--- src/rtl/led_pkg.sv ---
// led_pkg: shared mode and channel-state encodings for the LED pattern engine
package led_pkg;
  typedef enum logic [1:0] {
    MODE_OFF   = 2'd0,
    MODE_ON    = 2'd1,
    MODE_BLINK = 2'd2,
    MODE_BURST = 2'd3
  } mode_t;
  typedef enum logic [1:0] {
    ST_IDLE   = 2'd0,
    ST_SOLID  = 2'd1,
    ST_PH_ON  = 2'd2,
    ST_PH_OFF = 2'd3
  } ch_state_t;
endpackage

--- src/rtl/led_channel.sv ---
// led_channel: one LED channel FSM (clk/rst_n, tick, pwm_cnt, we+mode/half/count/bright config in; led/busy/done registered out)
module led_channel
  import led_pkg::*;
#(
  parameter int PERIOD_W = 16,
  parameter int COUNT_W  = 8,
  parameter int PWM_W    = 8
) (
  input  logic                clk,
  input  logic                rst_n,
  input  logic                tick,
  input  logic [PWM_W-1:0]    pwm_cnt,
  input  logic                we,
  input  mode_t               mode,
  input  logic [PERIOD_W-1:0] half,
  input  logic [COUNT_W-1:0]  count,
  input  logic [PWM_W-1:0]    bright,
  output logic                led,
  output logic                busy,
  output logic                done
);
  ch_state_t st, st_n;
  logic [PERIOD_W-1:0] timer, timer_n, half_q, half_n, half_v;
  logic [COUNT_W-1:0] remain, remain_n;
  logic [PWM_W-1:0] bright_q, bright_n;
  logic burst, burst_n, done_n, pwm_on;
  assign half_v = (half == '0) ? PERIOD_W'(1) : half;
  assign pwm_on = (&bright_q) | (pwm_cnt < bright_q);
  always_comb begin
    st_n     = st;
    timer_n  = timer;
    half_n   = half_q;
    remain_n = remain;
    bright_n = bright_q;
    burst_n  = burst;
    done_n   = 1'b0;
    if (we) begin
      half_n   = half_v;
      timer_n  = half_v;
      remain_n = count;
      bright_n = bright;
      burst_n  = mode == MODE_BURST;
      done_n   = mode == MODE_BURST && count == '0;
      st_n     = mode == MODE_OFF ? ST_IDLE :
                 mode == MODE_ON ? ST_SOLID :
                 (mode == MODE_BURST && count == '0) ? ST_IDLE : ST_PH_ON;
    end else if (tick && (st == ST_PH_ON || st == ST_PH_OFF)) begin
      if (timer != PERIOD_W'(1)) begin
        timer_n = timer - 1'b1;
      end else if (st == ST_PH_ON) begin
        st_n    = ST_PH_OFF;
        timer_n = half_q;
      end else if (burst && remain == COUNT_W'(1)) begin
        st_n   = ST_IDLE;
        done_n = 1'b1;
      end else begin
        st_n     = ST_PH_ON;
        timer_n  = half_q;
        remain_n = burst ? remain - 1'b1 : remain;
      end
    end
  end
  always_ff @(posedge clk or negedge rst_n) begin
    if (!rst_n) begin
      st       <= ST_IDLE;
      timer    <= '0;
      half_q   <= '0;
      remain   <= '0;
      bright_q <= '0;
      burst    <= 1'b0;
      led      <= 1'b0;
      busy     <= 1'b0;
      done     <= 1'b0;
    end else begin
      st       <= st_n;
      timer    <= timer_n;
      half_q   <= half_n;
      remain   <= remain_n;
      bright_q <= bright_n;
      burst    <= burst_n;
      led      <= (st == ST_SOLID || st == ST_PH_ON) && pwm_on;
      busy     <= st != ST_IDLE;
      done     <= done_n;
    end
  end
endmodule

--- src/rtl/led_pattern_gen.sv ---
// led_pattern_gen: multi-channel LED pattern engine (clk/rst_n, cfg_* valid/ready config port in; led/busy/done per channel out)
module led_pattern_gen
  import led_pkg::*;
#(
  parameter int NUM_CH   = 4,
  parameter int CLK_HZ   = 27_000_000,
  parameter int TICK_HZ  = 1000,
  parameter int PERIOD_W = 16,
  parameter int COUNT_W  = 8,
  parameter int PWM_W    = 8,
  localparam int CH_W    = NUM_CH > 1 ? $clog2(NUM_CH) : 1
) (
  input  logic                clk,
  input  logic                rst_n,
  input  logic                cfg_valid,
  output logic                cfg_ready,
  input  logic [CH_W-1:0]     cfg_ch,
  input  logic [1:0]          cfg_mode,
  input  logic [PERIOD_W-1:0] cfg_half,
  input  logic [COUNT_W-1:0]  cfg_count,
  input  logic [PWM_W-1:0]    cfg_bright,
  output logic [NUM_CH-1:0]   led,
  output logic [NUM_CH-1:0]   busy,
  output logic [NUM_CH-1:0]   done
);
  localparam int DIV   = CLK_HZ / TICK_HZ;
  localparam int DIV_W = $clog2(DIV);
  logic [DIV_W-1:0] pre;
  logic [PWM_W-1:0] pwm_cnt;
  logic tick;
  assign tick = pre == DIV_W'(DIV - 1);
  always_ff @(posedge clk or negedge rst_n) begin
    if (!rst_n) begin
      pre       <= '0;
      pwm_cnt   <= '0;
      cfg_ready <= 1'b0;
    end else begin
      pre       <= tick ? '0 : pre + 1'b1;
      pwm_cnt   <= pwm_cnt + 1'b1;
      cfg_ready <= 1'b1;
    end
  end
  for (genvar i = 0; i < NUM_CH; i++) begin : g_ch
    led_channel #(
      .PERIOD_W(PERIOD_W),
      .COUNT_W (COUNT_W),
      .PWM_W   (PWM_W)
    ) u_ch (
      .clk    (clk),
      .rst_n  (rst_n),
      .tick   (tick),
      .pwm_cnt(pwm_cnt),
      .we     (cfg_valid && cfg_ready && cfg_ch == CH_W'(i)),
      .mode   (mode_t'(cfg_mode)),
      .half   (cfg_half),
      .count  (cfg_count),
      .bright (cfg_bright),
      .led    (led[i]),
      .busy   (busy[i]),
      .done   (done[i])
    );
  end
endmodule
--- config.mk ---
export PLATFORM = sky130hd
export DESIGN_NAME = led_pattern_gen
export DESIGN_NICKNAME = d
export VERILOG_FILES = /design/src/rtl/led_pkg.sv /design/src/rtl/led_channel.sv /design/src/rtl/led_pattern_gen.sv
export SDC_FILE = /design/constraint.sdc
export NUM_CORES = 1
export LEC_CHECK = 0
export BUFFER_PORTS_ARGS = -buffer_cell sky130_fd_sc_hd__buf_2
export CAP_MARGIN = 20
export CORE_ASPECT_RATIO = 0.9
export CORE_MARGIN = 3
export CORE_UTILIZATION = 45
export CTS_CLUSTER_SIZE = 30
export DETAILED_ROUTE_END_ITERATION = 10
export GPL_TIMING_DRIVEN = 0
export SYNTH_ARGS = -nofsm -noshare
export SYNTH_HDL_FRONTEND = slang
export SYNTH_SLANG_ARGS = --single-unit
--- constraint.sdc ---
create_clock -name clk -period 3.2 [get_ports clk]
set_clock_uncertainty 0.1 [all_clocks]
set_input_delay 0.64 -clock clk [delete_from_list [all_inputs] [get_ports clk]]
set_output_delay 0.64 -clock clk [all_outputs]
set_load 0.05 [all_outputs]
Word level (Yosys, flattened, before mapping)
Index checks and enable logic that the tools add are counted.

Flip-flop bits (word level): 240. Input port bits: 39. Word-level logic and storage cells: 246.

Add/sub/neg operators: 10. Magnitude comparators: 4. Equal/unequal tests: 42. Muxes and demuxes: 89. Bitwise gates (word level): 4. Reduce and logical (&&, ||, !) cells: 58.

Operators by type and width (number): $mux W16 (21); $mux W8 (24); $ne A16 B1 Y1 const B (4); $sub A16 B1 Y16 const B (4); $mux W2 (23); $eq A8 B1 Y1 const B (4); $lt A8 B8 Y1 (4); $reduce_and A8 Y1 (4); $sub A8 B1 Y8 const B (4); $ne A2 B1 Y1 const B (12); $reduce_bool A2 Y1 (12); $eq A2 B2 Y1 const B (11); $mux W1 (20); $reduce_and A5 Y1 (4); $logic_and A1 B1 Y1 (18); $logic_not A16 Y1 (1); $ne A4 B1 Y1 const B (4); $reduce_and A2 Y1 (8); $add A15 B1 Y15 const B (1); $eq A15 B15 Y1 const B (1); $mux W15 (1); $eq A2 B1 Y1 const B (6); $add A8 B1 Y8 const B (1); $logic_not A8 Y1 (1); 3 further kinds (14).

Longest topological paths before layout
Depth after elaboration: 7. Mapped depth: 10. Depth with buffers taken out: 8.

Hierarchy
From an unflattened synthesis, not the netlist that was laid out.

Cells, all modules: 1469. Area total of the unflattened synthesis: 13684.4 um^2.

Modules (own cells, without submodules): led_channel at g_ch[0].u_ch ... (instances 3, cells each 342, area each 3164.3 um^2, sequential area each 1351.3 um^2); led_channel at g_ch[3].u_ch (instances 1, cells each 346, area each 3130.5 um^2, sequential area each 1351.3 um^2); led_pattern_gen (instances 1, cells each 97, area each 1061.0 um^2, sequential area each 600.6 um^2).

Worst setup path after synthesis
Ideal clock, no wire load.

Path type: reg-to-reg. From: register pre[10]. To: register g_ch[1].u_ch.remain[4]. Setup time: 82 ps. Arrival time: 2571 ps. Data required time: 3018 ps. Setup slack: 447 ps. Cell stages (with the launch flop): 8. Clock period less this slack: 2753 ps. Cell sequence: dfrtp_1 -> or4b_1 -> or4_1 -> buf_6 -> nor4_4 -> nand2_2 -> or4_1 -> a31oi_1.

Cells in the longest elaborated chain, start to end: 4.

Ends and longest elaborated chain: start: declaration (line led_pattern_gen.sv:28) `logic [DIV_W-1:0] pre;`; start signal: assignment (line led_pattern_gen.sv:38) `pre <= tick ? '0 : pre + 1'b1;`; $eq A15 B15 Y1 (line led_pattern_gen.sv:31) `assign tick = pre == DIV_W'(DIV - 1);`; $logic_and A1 B1 Y1 (line led_channel.sv:47) `end else if (tick && (st == ST_PH_ON || st == ST_PH_OFF)) begin`; $reduce_bool A2 Y1 (no line); $reduce_and A5 Y1 (no line); end signal: assignment (line led_channel.sv:78) `remain <= remain_n;`; end: declaration (line led_channel.sv:24) `logic [COUNT_W-1:0] remain, remain_n;`.

Every way passes these cells. A chain may end at the register's enable or synchronous reset.

Worst setup path in the final report
From: register pre[10]. To: register g_ch[1].u_ch.timer[3].

Cells in the longest elaborated chain, start to end: 4.

Ends and longest elaborated chain: $eq A15 B15 Y1 (line led_pattern_gen.sv:31); $logic_and A1 B1 Y1 (line led_channel.sv:47); $reduce_bool A2 Y1 (no line); $reduce_and A2 Y1 (no line); end signal: assignment (line led_channel.sv:76) `timer <= timer_n;`; end: declaration (line led_channel.sv:23) `logic [PERIOD_W-1:0] timer, timer_n, half_q, half_n, half_v;`.

Every way passes these cells.

==> flow_summary.ini <==
[synthesis]
synth_seq_cells = 240
synth_area_leaders = dfrtp_1 (45%), nand2_1 (8.8%), ha_1 (5.5%), o21ai_0 (5.3%), nor2_1 (2.9%)
synthFlopType = dfrtp_1
yosysTopAreaCell = dfrtp_1
synthDistinctLibCells = 73
syn_area_per_cell_sq_um = 8.76
ys.warnings.count = 0
ys_async_sr_fraction = 1.00
synth_fp_nets = 1611
synth_top_area_frac = 0.453
synth-edff-count = 0
syn_area_sq_mm = 0.0133
synth_cells = 1514
ys_seq_area_frac = 0.453

[sta]
fmax_mhz = 333
finalSetupViolations = 0
hold_viol = 0
post-route-min-period_ps = 3010
final_max_slew_viol_count = 0
setup-tns-final_ps = 0
timing.final.ws_setup_ps = 193
worstMarginPinSlew_ps = 1150
rsz0062_at_grt = yes
slew_headroom = 0.224
post-route-period-util = 0.940

[worst_setup_path]
end_kind = flop
reg2regPathDepth = 8
cp_num_cells = 8
worstPathCellList = or4b_1 -> nor4_4 -> buf_4 -> clkbuf_4 -> o21ai_1 -> a31oi_2 -> mux2i_1 -> o21ai_0
cp_max_fo = 10
cp_data_arrival_time_ps = 3310
start_kind = flop
critPathBufInv = 2
crit_path_top_delay_cell = or4b_1
crit_path_max_incr_delay_ps = 620
criticalPathCategory = flop to flop
critical_path_required_ps = 3510
path_delay_family = simple AND/OR/NAND/NOR gates

[pwr]
power_density_mw_per_mm2 = 619
irDropWorstVdd_mv = 0.429
power_leakage_nw = 6.61

[drt]
ant_nets = 0
routed_wl_mm = 40.5
vias = 11700
wl_per_cell_um = 20.1
avgViaCountPerCell = 5.81
drc_errors = 0
dr.pass1.iters = 6
drt_iter0_drc = 1028

[clocking]
clock_latency_ps = 550
cts_root_buffer = clkbuf_16
cts-htree-levels = 1
cts_sinks = 240
cts_tree = built
cts_buffer_depth = 3
path_clk_slew_ps = 60
numCtsBuffers = 29

[die]
ioPinCount = 52
coreArea_sq_mm = 0.0284
initial_utilization = 0.466
die_w_um = 187
die-area_sq_mm = 0.0316
num_rows = 58
die-height_um = 169

[global_routing]
grt_max_degree = 108
antenna_found_initial = 0
grt_pass1_vias = 11400
overflow = 0
grt_pass1_wl_mm = 64.5
grt_use_total = 0.256

[place]
dp_slack_ps = -995
placed_cells = 1956
place_area_sq_mm = 0.0141
gp_congestion = 0.908
dpl.hpwl_mm = 27.9
port_buffers = 50

[hold_path]
min_path_type = primary input to flop
hold_depth = 3

[layout]
drive_above_1_share = 0.0977
final_cell_area_sq_mm = 0.0152
insertedDiodeCount = 0
final_cells = 2017
area_growth_pct = 14.5
utilization = 0.534
nets = 1701

[job]
cap_violations = 0

[outcome]
status = finished clean
==> path summary, 6_finish.rpt <==
path	start	endpoint	slack [ps]
max in group asynchronous	rst_n	g_ch[0].u_ch.timer[8]	1230
worst min-delay path	cfg_bright[0]	g_ch[0].u_ch.bright_q[0]	270
worst max register to register	pre[10]	g_ch[1].u_ch.timer[3]	190
worst max-delay path	pre[10]	g_ch[1].u_ch.timer[3]	190
worst min register to register	g_ch[3].u_ch.half_q[9]	g_ch[3].u_ch.half_q[9]	370
min in group asynchronous	rst_n	pre[5]	520
==> stage by stage <==
step,hold WS (ps),power [mW]
detailed placement,359,6.11
global route,256,9.92
finish,275,9.39
CTS,248,9.42
global placement,353,6.05
floorplan,244,5.48
==> where the power goes <==
part | switching, mW | total [mW] | internal [mW]
combinational | 1.17 | 2.01 | 0.832
clock | 1.32 | 3.25 | 1.93
sequential | 0.522 | 4.13 | 3.61
total | 3.02 | 9.39 | 6.37
==> layout make-up <==
class	count	area, sq um
fillers	2712	13300
clock buffers	42	855
clock inverters	12	92.6
repair buffers	59	370
well taps	390	488
inverters	67	251
multi-input cells	1127	6750
flip-flops and latches	240	6010
plain buffers	80	368
==> cell usage in the layout (no fill, tap or decap), types with 10 or more instances in the layout <==
| cell type | count |
|---|---|
| nand2b_1 | 11 |
| a31oi_1 | 18 |
| o21ai_0 | 139 |
| nand3_1 | 39 |
| nand4_1 | 26 |
| o21a_1 | 28 |
| or4_1 | 10 |
| nand2_1 | 311 |
| nor3_1 | 34 |
| a21oi_1 | 50 |
| xor2_1 | 35 |
| o211ai_1 | 21 |
| or3_1 | 13 |
| o31ai_1 | 10 |
| nor2_1 | 102 |
| clkbuf_16 | 29 |
| xnor2_1 | 28 |
| ha_1 | 58 |
| buf_2 | 52 |
| inv_1 | 67 |
| nor4_1 | 17 |
| dfrtp_1 | 240 |
| buf_4 | 18 |
| clkbuf_1 | 58 |
| a211oi_1 | 19 |
==> worst register-to-register path: stages (launching register included) <==
cell and delay [ps]:
dfrtp_1 410, or4b_1 620, nor4_4 230, buf_4 190
clkbuf_4 240, o21ai_1 300, a31oi_2 470, mux2i_1 240
o21ai_0 90
==> cells in the mapped netlist, drive strengths merged (19+ instances only) <==
cell and count:
buf 21, nor2 105, o211ai 21, ha 58, nand2 312, a21oi 51, clkbuf 59, a211oi 19
nand3 39, o21a 28, a31oi 19, dfrtp 240, xor2 35, nand4 27, inv 67, o21ai 144
nor4 24, nor3 35, xnor2 28
==> flip-flops by register name, summed over array words and instances, names as in the netlist, 4 cells and up <==
register,cells
g_ch.u_ch.remain,32
g_ch.u_ch.burst,4
pre,15
g_ch.u_ch.led,4
g_ch.u_ch.timer,64
g_ch.u_ch.st,8
g_ch.u_ch.done,4
g_ch.u_ch.half_q,64
g_ch.u_ch.bright_q,32
g_ch.u_ch.busy,4
pwm_cnt,8
==> repair_timing <==
action / 4_1_cts / 5_1_grt
endpoints found under the setup margin: 82 / 66
pin swaps: 2 / 3
hold buffers: 1 / 0
buffers inserted: 3 / 3
resized for setup: 11 / 18
endpoints found under the hold margin: 57 / 0
==> layer usage <==
metal  up-vias  global-route usage  part of all wire
met5         -                   0                 0
met4         0              0.0914             0.039
met3        81              0.0408             0.060
met2       383               0.393              0.44
met1      5703               0.368              0.47
li1       5544                   -                 -
==> logic make-up (layout without fill, tap and decap cells) <==
| group | count (synthesis) | after routing | synth area share |
|---|---|---|---|
| AND/OR/NAND/NOR | 627 | 627 | 0.220 |
| AO/OA/AOI/OAI | 367 | 367 | 0.175 |
| flip-flops | 240 | 240 | 0.453 |
| buffers and inverters | 147 | 260 | 0.0460 |
| XOR/XNOR | 63 | 63 | 0.0416 |
| adder cells (fa/ha/maj) | 58 | 58 | 0.0547 |
| multiplexers | 11 | 11 | 0.00878 |
| other | 1 | 1 | 0.000283 |
Note: power is estimated with default switching activity, not from simulation.
